### config.mk
export PLATFORM = sky130hd
export DESIGN_NAME = mul_sequencer_flat
export DESIGN_NICKNAME = d
export VERILOG_FILES = /design/src/rtl/mul_sequencer_if.sv /design/src/rtl/mul_sequencer.sv /design/src/flat_wrapper.sv
export SDC_FILE = /design/constraint.sdc
export NUM_CORES = 1
export LEC_CHECK = 0
export BUFFER_PORTS_ARGS = -buffer_cell sky130_fd_sc_hd__buf_2
export CORE_ASPECT_RATIO = 1.1
export CORE_UTILIZATION = 57
export CTS_BUF_LIST = sky130_fd_sc_hd__clkbuf_2
export CTS_CLUSTER_DIAMETER = 30
export DETAILED_ROUTE_END_ITERATION = 7
export PLACE_DENSITY_LB_ADDON = 0.05
export SKIP_CTS_REPAIR_TIMING = 1
export SYNTH_ARGS = -nofsm -noshare
export SYNTH_HDL_FRONTEND = slang
export SYNTH_SLANG_ARGS = --single-unit
### constraint.sdc
create_clock -name clk -period 4.5 [get_ports clk]
set_input_delay 0.9 -clock clk [delete_from_list [all_inputs] [get_ports clk]]
set_output_delay 0.9 -clock clk [all_outputs]
set_load 0.02 [all_outputs]
### src/rtl/mul_sequencer_if.sv
// EX-stage multiplier handshake bundle.
// Start/flush/operands in; stall, done and product out.
interface mul_sequencer_if #(
  parameter int WIDTH = 32
);
  logic             StartE;
  logic             SignedE;
  logic             FlushE;
  logic [WIDTH-1:0] SrcAE;
  logic [WIDTH-1:0] SrcBE;
  logic             StallReqE;
  logic             DoneE;
  logic [WIDTH-1:0] ResultLoE;
  logic [WIDTH-1:0] ResultHiE;

  modport master (
    output StartE, SignedE, FlushE,
    output SrcAE, SrcBE,
    input  StallReqE, DoneE,
    input  ResultLoE, ResultHiE
  );

  modport slave (
    input  StartE, SignedE, FlushE,
    input  SrcAE, SrcBE,
    output StallReqE, DoneE,
    output ResultLoE, ResultHiE
  );
endinterface

### src/rtl/mul_sequencer.sv
// Iterative shift-add multiplier for EX (MUL/UMULL/SMULL).
// One product bit per cycle; stalls the pipe until done.
module mul_sequencer #(
  parameter int WIDTH = 32
) (
  input  logic            clk,
  input  logic            reset,
  mul_sequencer_if.slave  s
);
  localparam int CW = $clog2(WIDTH);
  localparam int PW = 2 * WIDTH;
  localparam logic [CW-1:0] LAST = CW'(WIDTH - 1);

  typedef enum logic [1:0] {
    IDLE = 2'd0,
    BUSY = 2'd1,
    DONE = 2'd2
  } state_t;

  state_t          state_q, state_d;
  logic [PW-1:0]   mcand_q, mcand_d;
  logic [WIDTH-1:0] mplier_q, mplier_d;
  logic [PW-1:0]   acc_q, acc_d;
  logic [CW-1:0]   count_q, count_d;
  logic            neg_q, neg_d;
  logic [PW-1:0]   res_q, res_d;
  logic [WIDTH-1:0] a_abs, b_abs;
  logic            stall;

  // Operand magnitudes; the most-negative value maps to 2^(WIDTH-1).
  always_comb begin
    a_abs = s.SrcAE;
    b_abs = s.SrcBE;
    if (s.SignedE && s.SrcAE[WIDTH-1]) a_abs = -s.SrcAE;
    if (s.SignedE && s.SrcBE[WIDTH-1]) b_abs = -s.SrcBE;
  end

  // Next-state, datapath step and stall request.
  always_comb begin
    state_d  = state_q;
    mcand_d  = mcand_q;
    mplier_d = mplier_q;
    acc_d    = acc_q;
    count_d  = count_q;
    neg_d    = neg_q;
    res_d    = res_q;
    stall    = 1'b0;
    unique case (state_q)
      IDLE: begin
        if (s.StartE && !s.FlushE) begin
          stall    = 1'b1;
          mcand_d  = {{WIDTH{1'b0}}, a_abs};
          mplier_d = b_abs;
          neg_d    = s.SignedE &
                     (s.SrcAE[WIDTH-1] ^ s.SrcBE[WIDTH-1]);
          acc_d    = '0;
          count_d  = '0;
          state_d  = BUSY;
        end
      end
      BUSY: begin
        stall = 1'b1;
        if (s.FlushE) begin
          state_d = IDLE;
        end else begin
          acc_d    = acc_q + (mplier_q[0] ? mcand_q : '0);
          mcand_d  = mcand_q << 1;
          mplier_d = mplier_q >> 1;
          count_d  = count_q + 1'b1;
          if (count_q == LAST) begin
            state_d = DONE;
            res_d   = neg_q ? -acc_d : acc_d;
          end
        end
      end
      DONE: begin
        state_d = IDLE;
      end
      default: begin
        state_d = IDLE;
      end
    endcase
  end

  // State and datapath registers; reset clears the held product.
  always_ff @(posedge clk) begin
    if (reset) begin
      state_q  <= IDLE;
      mcand_q  <= '0;
      mplier_q <= '0;
      acc_q    <= '0;
      count_q  <= '0;
      neg_q    <= 1'b0;
      res_q    <= '0;
    end else begin
      state_q  <= state_d;
      mcand_q  <= mcand_d;
      mplier_q <= mplier_d;
      acc_q    <= acc_d;
      count_q  <= count_d;
      neg_q    <= neg_d;
      res_q    <= res_d;
    end
  end

  assign s.StallReqE = stall;
  assign s.DoneE     = (state_q == DONE);
  assign s.ResultLoE = res_q[WIDTH-1:0];
  assign s.ResultHiE = res_q[PW-1:WIDTH];
endmodule

### src/flat_wrapper.sv
// flat-port wrapper written by rule: the top's interface ports become plain ports
module mul_sequencer_flat 
#(
  parameter int WIDTH = 32
)
  (clk, reset, s_StartE, s_SignedE, s_FlushE, s_SrcAE, s_SrcBE, s_StallReqE, s_DoneE, s_ResultLoE, s_ResultHiE);
  mul_sequencer_if #(.WIDTH(WIDTH)) s_i ();
  input  logic clk;
  input  logic reset;
  input wire logic [$bits(s_i.StartE)-1:0] s_StartE;
  input wire logic [$bits(s_i.SignedE)-1:0] s_SignedE;
  input wire logic [$bits(s_i.FlushE)-1:0] s_FlushE;
  input wire logic [$bits(s_i.SrcAE)-1:0] s_SrcAE;
  input wire logic [$bits(s_i.SrcBE)-1:0] s_SrcBE;
  output wire logic [$bits(s_i.StallReqE)-1:0] s_StallReqE;
  output wire logic [$bits(s_i.DoneE)-1:0] s_DoneE;
  output wire logic [$bits(s_i.ResultLoE)-1:0] s_ResultLoE;
  output wire logic [$bits(s_i.ResultHiE)-1:0] s_ResultHiE;
  assign s_i.StartE = s_StartE;
  assign s_i.SignedE = s_SignedE;
  assign s_i.FlushE = s_FlushE;
  assign s_i.SrcAE = s_SrcAE;
  assign s_i.SrcBE = s_SrcBE;
  assign s_StallReqE = s_i.StallReqE;
  assign s_DoneE = s_i.DoneE;
  assign s_ResultLoE = s_i.ResultLoE;
  assign s_ResultHiE = s_i.ResultHiE;
  mul_sequencer #(.WIDTH(WIDTH)) u_core (.clk(clk), .reset(reset), .s(s_i));
endmodule
==> results of run 1 <==
routing by layer:
layer	vias to the layer above	track usage, %	share of wire (%)
li1	8934	-	-
met1	8821	46.6	41
met2	792	61.7	47
met3	161	7.22	8.0
met4	0	16.4	4.0
met5	-	0	0
sequential cells by signal (all words and copies together), names as in the netlist:
name / count
u_core.acc_q: 64
u_core.mcand_q: 64
u_core.res_q: 64
u_core.mplier_q: 32
u_core.count_q: 5
u_core.state_q: 2
u_core.neg_q: 1
worst paths after layout:
| check | startpoint | to | cells past startpoint |
|---|---|---|---|
| setup / recovery | u_core.mplier_q[0] | u_core.res_q[60] | 17 |
| hold / removal | s_SrcBE[31] | u_core.mplier_q[31] | 3 |
| setup reg to reg | u_core.mplier_q[0] | u_core.res_q[60] | 17 |
| hold reg to reg | u_core.res_q[28] | u_core.res_q[28] | 2 |
power by group through the flow:
stage | sequential, mW | clock, mW | combinational, mW
6_report | 2.15 | 1.87 | 0.922
5_1_grt | 2.15 | 2.02 | 0.988
4_1_cts | 2.14 | 1.90 | 0.780
3_5_place_dp | 2.19 | 0 | 0.778
3_3_place_gp | 2.19 | 0 | 0.756
2_1_floorplan | 2.17 | 0 | 0.459
kinds of logic (layout without fill, tap and decap cells):
group,Yosys count,count (layout)
flip-flops,232,232
buffers and inverters,173,684
XOR/XNOR,156,156
adder cells (fa/ha/maj),69,69
multiplexers,6,6
other,0,2
AO/OA/AOI/OAI,689,689
AND/OR/NAND/NOR,860,860
synthesized netlist by cell type (6+ instances only):
| cell type | number |
|---|---|
| nand3_1 | 56 |
| a21oi_1 | 209 |
| nand2_1 | 204 |
| or4_1 | 17 |
| clkbuf_1 | 118 |
| xnor2_1 | 63 |
| buf_2 | 16 |
| and4_1 | 6 |
| or3_1 | 27 |
| o31ai_1 | 37 |
| o21bai_1 | 6 |
| a31oi_1 | 9 |
| and2_1 | 76 |
| o21ai_0 | 97 |
| a22oi_1 | 63 |
| a211oi_1 | 102 |
| ha_1 | 68 |
| nand2b_1 | 14 |
| a311oi_1 | 27 |
| o21a_1 | 12 |
| nand4_1 | 27 |
| dfxtp_1 | 232 |
| nor4_1 | 22 |
| xor2_1 | 93 |
| a21o_1 | 18 |
| o41ai_1 | 7 |
| a22o_1 | 10 |
| nor3_1 | 38 |
| nor2_1 | 329 |
| o21ai_1 | 12 |
| buf_1 | 8 |
| inv_1 | 26 |
| o211ai_1 | 12 |
| and3_1 | 12 |
area by class of cell:
cell class                      instances  area [sq um]  area share [%]
Antenna cell                            2          5.00          0.0231
Multi-Input combinational cell       1780         11800            54.5
Clock buffer                           84           420            1.94
Inverter                               26          97.6           0.451
Timing Repair Buffer                  541          3910            18.1
Tap cell                              363           454            2.10
Clock inverter                         33           305            1.41
Sequential cell                       232          4650            21.5
worst register-to-register path, stage by stage, from the launching register on:
cell,delay [ns]
dfxtp_4,0.45
clkbuf_16,0.19
and2_1,0.14
ha_2,0.34
a21oi_4,0.19
o21ai_2,0.10
a2111oi_4,0.49
a211oi_4,0.14
or4_4,0.57
a222oi_1,0.33
or4b_4,0.54
nor4_4,0.32
buf_4,0.19
nand3_4,0.09
buf_12,0.17
o311ai_2,0.25
o31ai_1,0.12
a211oi_1,0.27
cells in the final DEF, fill, tap and decap left out, types with 54 or more instances in the layout:
cell / n
a21oi_1: 192
xor2_1: 92
and2_1: 72
o21ai_0: 78
a22oi_1: 63
clkbuf_2: 84
ha_1: 56
a211oi_1: 96
buf_4: 389
buf_2: 133
dfxtp_1: 230
nor2_1: 318
xnor2_1: 60
nand2_1: 197
nand3_1: 54
metrics by stage:
step                      area [sq um]  setup TNS (ns)  setup WS (ns)
final                            21700           -5.83         -0.458
after global routing             21700          -10.39         -0.531
after CTS                        20500          -11.22         -0.488
after detailed placement         19800           -9.62         -0.456
after global placement           19800           -5.33         -0.333
after floorplan                  16300               0       0.000583
==> impl_metrics.tcl, run 1 <==
set metrics [dict create \
    cts_root_buf "clkbuf_2" \
    drive_gt1_share_pct 30.2 \
    async_flop_share_pct 0 \
    max-cap-violations 0 \
    clkTransAtPathRegs_ns 0.10 \
    drt_iter0_markers 1403 \
    rows 64 \
    synth_top_flop_cell "dfxtp_1" \
    worstSetupEndpointType "flip-flop" \
    synth-compound-area-share_pct 28.2 \
    slew_viol_final 0 \
    failed_checks "setup timing" \
    yosysTopAreaCellShare_pct 28.5 \
    setup_ws_ns -0.458 \
    firstDrtPassIters 6 \
    final_util_pct 77.5 \
    crit_path_max_incr_delay_ns 0.57 \
    gp_congestion 1.04 \
    cts_buffers 68 \
    synthSimpleGateAreaFrac_pct 24.9 \
    worstSetupPathType "reg -> reg" \
    power.leakage_nw 9.23 \
    power_mw 4.94 \
    via_per_inst 6.11 \
    htree_levels 3 \
    wl_mm 57.5 \
    synth_edf_count 0 \
    fmax_mhz 202 \
    grt_overflow 0 \
    hold_viol_final 0 \
    grt_max_degree 179 \
    status "complete, but fails checks" \
    crit_fanout 9 \
    worstPathRequired_ns 5.35 \
    p_int_mw 3.36 \
    syn_area_sq_um 16300 \
    numPortBuffers 134 \
    antenna_found_initial 3 \
    synth.area.mux_share_pct 0.392 \
    ys_seq_elements 232 \
    die_w_microns 163 \
    drc 0 \
    dp_cells 2913 \
    syn_avg_cell_area_sq_um 7.45 \
    grt_pass1_wl_mm 86.2 \
    nNetsFinal 2787 \
    clk_path_buf_depth 3 \
    critPathTopFamily "compound AO/OA/AOI/OAI gates" \
    clock_skew_ns 0.0867 \
    hpwl_mm 42.4 \
    clk_latency_ns 0.95 \
    synth_area_leader_cell "dfxtp_1" \
    worst_slew_pin_slew_ns 1.33 \
    period_minus_slack_ns 4.96 \
    p_switching_mw 1.58 \
    cp.arrival_ns 5.81 \
    swShare_pct 32.0 \
    final_cells 3061 \
    synth_top_family_by_area "compound AO/OA/AOI/OAI gates" \
    yosysWarnings 0 \
    initial_core_util_pct 58.3 \
    cts.sinks 232 \
    drt-wirelength-per-cell_microns 18.8 \
    hp-class "in -> reg" \
    pwr-share-clk_pct 37.9 \
    synthXorXnorAreaFrac_pct 8.39 \
    fin_hold_ws_ns 0.279 \
    ios 135 \
    cts_tree "yes" \
    synthAdderAreaFrac_pct 5.35 \
    dieHeight_microns 179 \
    crit_path_top_delay_cell "or4_4" \
    synthTopCellsByArea "dfxtp_1 29%, nor2_1 7.6%, a21oi_1 6.4%, ha_1 5.2%, xor2_1 5.0%" \
    rsz0062_at_grt "true" \
    fin_crit_sh_pct 110 \
    worstPathCellList "clkbuf_16, and2_1, ha_2, a21oi_4, o21ai_2, a2111oi_4, a211oi_4, or4_4, a222oi_1, or4b_4, nor4_4, buf_4, nand3_4, buf_12, o311ai_2, o31ai_1, a211oi_1" \
    fill_cells 2163 \
    p_per_area_nw_per_um2 228 \
    irDropWorstVdd_uv 419 \
    path_buf_inv 3 \
    syn2layout_area_growth_pct 33.0 \
    setup_viol 27 \
    dr_total_vias 18700 \
    design.die.area_sq_um 29200 \
    grt_pass1_vias 17000 \
    core_sq_um 27900 \
    pwr-share-seq_pct 43.4 \
    netlist_instances 2185 \
    yosysSeqAreaShare_pct 28.5 \
    yosys.cell_types.count 90 \
    p_comb_share_pct 18.7 \
    slew-limit-headroom_pct 10.8 \
    synth_fp_nets 2323 \
    drtAntennaViolNets 0 \
    grtUsageTotal_pct 37.2 \
    cp-start-kind "flip-flop" \
    regToRegSetupSlack_ns -0.46 \
]
Note: power is estimated with default switching activity, not from simulation.
==> inputs of run 2 (changes only) <==
--- a/config.mk
+++ b/config.mk
@@ -16,3 +16,4 @@
 export SYNTH_ARGS = -nofsm -noshare
 export SYNTH_HDL_FRONTEND = slang
 export SYNTH_SLANG_ARGS = --single-unit
+export TNS_END_PERCENT = 20
==> impl_metrics.tcl, run 2 (same netlist as run 1, synthesis figures left out) <==
set metrics [dict create \
    die_w_microns 163 \
    final_cells 3097 \
    firstDrtPassIters 8 \
    final_common_cell "buf_4" \
    rsz0062_at_grt "true" \
    drt-wirelength-per-cell_microns 19.7 \
    htree_levels 3 \
    cp-start-kind "flip-flop" \
    slew_viol_final 0 \
    cts_root_buf "clkbuf_2" \
    clk_latency_ns 0.96 \
    clkTransAtPathRegs_ns 0.11 \
    fill_cells 1981 \
    slew-limit-headroom_pct 12.0 \
    r2r_start "u_core.mplier_q[0]" \
    drt_iter0_markers 1818 \
    cts_buffers 66 \
    grt_pass1_wl_mm 89.2 \
    core_sq_um 27900 \
    grtUsageTotal_pct 38.8 \
    cts.sinks 232 \
    wl_mm 61.0 \
    setup_viol 22 \
    final_util_pct 78.8 \
    fin_hold_ws_ns 0.246 \
    numPortBuffers 134 \
    cp.arrival_ns 5.64 \
    worst_slew_pin_slew_ns 1.32 \
    setup_ws_ns -0.302 \
    met2_usage_pct 65.4 \
    worstHoldPathCells 3 \
    failed_checks "setup timing" \
    design.die.area_sq_um 29200 \
    holdPathEnd "u_core.neg_q" \
    drtAntennaViolNets 0 \
    worstPathRequired_ns 5.34 \
    nNetsFinal 2822 \
    gp_congestion 1.07 \
    mostFrequentLayoutCells "431 x buf_4, 319 x nor2_1, 230 x dfxtp_1, 197 x nand2_1, 189 x a21oi_1" \
    clock_skew_ns 0.0723 \
    period_minus_slack_ns 4.80 \
    top_regs "u_core.acc_q (64), u_core.mcand_q (64), u_core.res_q (64)" \
    crit_path_max_incr_delay_ns 0.55 \
    critPathMostFrequentCell "buf_12" \
    clk_path_buf_depth 3 \
    regToRegSetupSlack_ns -0.30 \
    met1_usage_pct 48.7 \
    crit_fanout 7 \
    hp-class "in -> reg" \
    status "complete, but fails checks" \
    grtUsageMet3_pct 7.17 \
    worstSetupEndpointType "flip-flop" \
    grt_max_degree 94 \
    hold_viol_final 0 \
    p_per_area_nw_per_um2 222 \
    crit_path_top_delay_cell "or4b_4" \
    timing.rr.end "u_core.res_q[62]" \
    fin_crit_sh_pct 107 \
    dp_cells 2955 \
    drive_gt1_share_pct 31.8 \
    max-cap-violations 0 \
    grt_overflow 0 \
    initial_core_util_pct 58.3 \
    r2r_cells 20 \
    via_per_inst 6.14 \
    grt_pass1_vias 17100 \
    grt-busiest-layer "met2" \
    irDropWorstVdd_uv 337 \
    drc 0 \
    rows 64 \
    worstPathCellList "buf_12, and2_4, ha_4, inv_2, fa_2, nand2b_4, a21bo_4, a211o_1, buf_6, a211oi_4, o31ai_2, a222oi_1, or4b_4, nor4_4, buf_4, nand3_4, buf_12, o31ai_4, xnor2_1, a22o_1" \
    power.leakage_nw 9.31 \
    worstSetupPathType "reg -> reg" \
    hpwl_mm 44.6 \
    ios 135 \
    syn2layout_area_growth_pct 35.4 \
    cts_tree "yes" \
    fmax_mhz 208 \
    hp-start "s_SignedE" \
    dp_slack_ns -0.416 \
    dieHeight_microns 179 \
    dr_total_vias 19000 \
    antenna_found_initial 2 \
]
[run 2: routing by layer]
metal,up-vias,part of all wire [%]
li1,9015,-
met1,8965,40
met2,852,48
met3,174,8.1
met4,0,3.7
met5,-,0
[run 2: worst max path at each step]
stage | startpoint | to | cells past startpoint
after floorplan | u_core.mplier_q[0] | u_core.res_q[63] | 17
after global placement | u_core.mplier_q[0] | u_core.res_q[52] | 16
after detailed placement | u_core.mplier_q[0] | u_core.res_q[60] | 19
after CTS | u_core.mplier_q[0] | u_core.res_q[63] | 18
after global routing | u_core.mplier_q[0] | u_core.res_q[63] | 16
final | u_core.mplier_q[0] | u_core.res_q[62] | 20
[run 2: metrics by stage]
| step | total power, mW | TNS [ns] | instance area [sq um] |
|---|---|---|---|
| finish | 4.90 | -3.67 | 22000 |
| global route | 5.08 | -7.17 | 22000 |
| CTS | 4.75 | -10.0 | 20700 |
| detailed placement | 2.96 | -7.79 | 20100 |
| global placement | 2.93 | -5.51 | 20100 |
| floorplan | 2.63 | -0.0288 | 16300 |
[run 2: critical path: cells and delay by family (launching register included)]
kind | cells | cell delay [ns]
DFF | 1 | 0.44
xor gates and xnor gates | 1 | 0.10
and+or+nand+nor | 5 | 1.23
buffers and inverters | 5 | 0.67
AOI/OAI and AO/OA | 7 | 1.73
adders and majority gates | 2 | 0.49
[run 2: layout make-up]
type | instances | area, sq um | share of cell area [%]
multi-input combinational | 1780 | 12000 | 54.6
antenna | 4 | 10.0 | 0.0454
clock inverter | 28 | 264 | 1.20
clock buffer | 86 | 430 | 1.95
tap | 363 | 454 | 2.06
inverter | 26 | 97.6 | 0.443
sequential | 232 | 4650 | 21.1
timing repair buffer | 578 | 4110 | 18.6
[run 2: power breakdown]
| part | internal, mW | switching (mW) | leakage [nW] | total [mW] |
|---|---|---|---|---|
| clock network | 0.826 | 1.01 | 0.482 | 1.83 |
| registers | 2.10 | 0.0444 | 1.88 | 2.14 |
| logic | 0.371 | 0.549 | 6.95 | 0.920 |
| total | 3.30 | 1.60 | 9.31 | 4.90 |
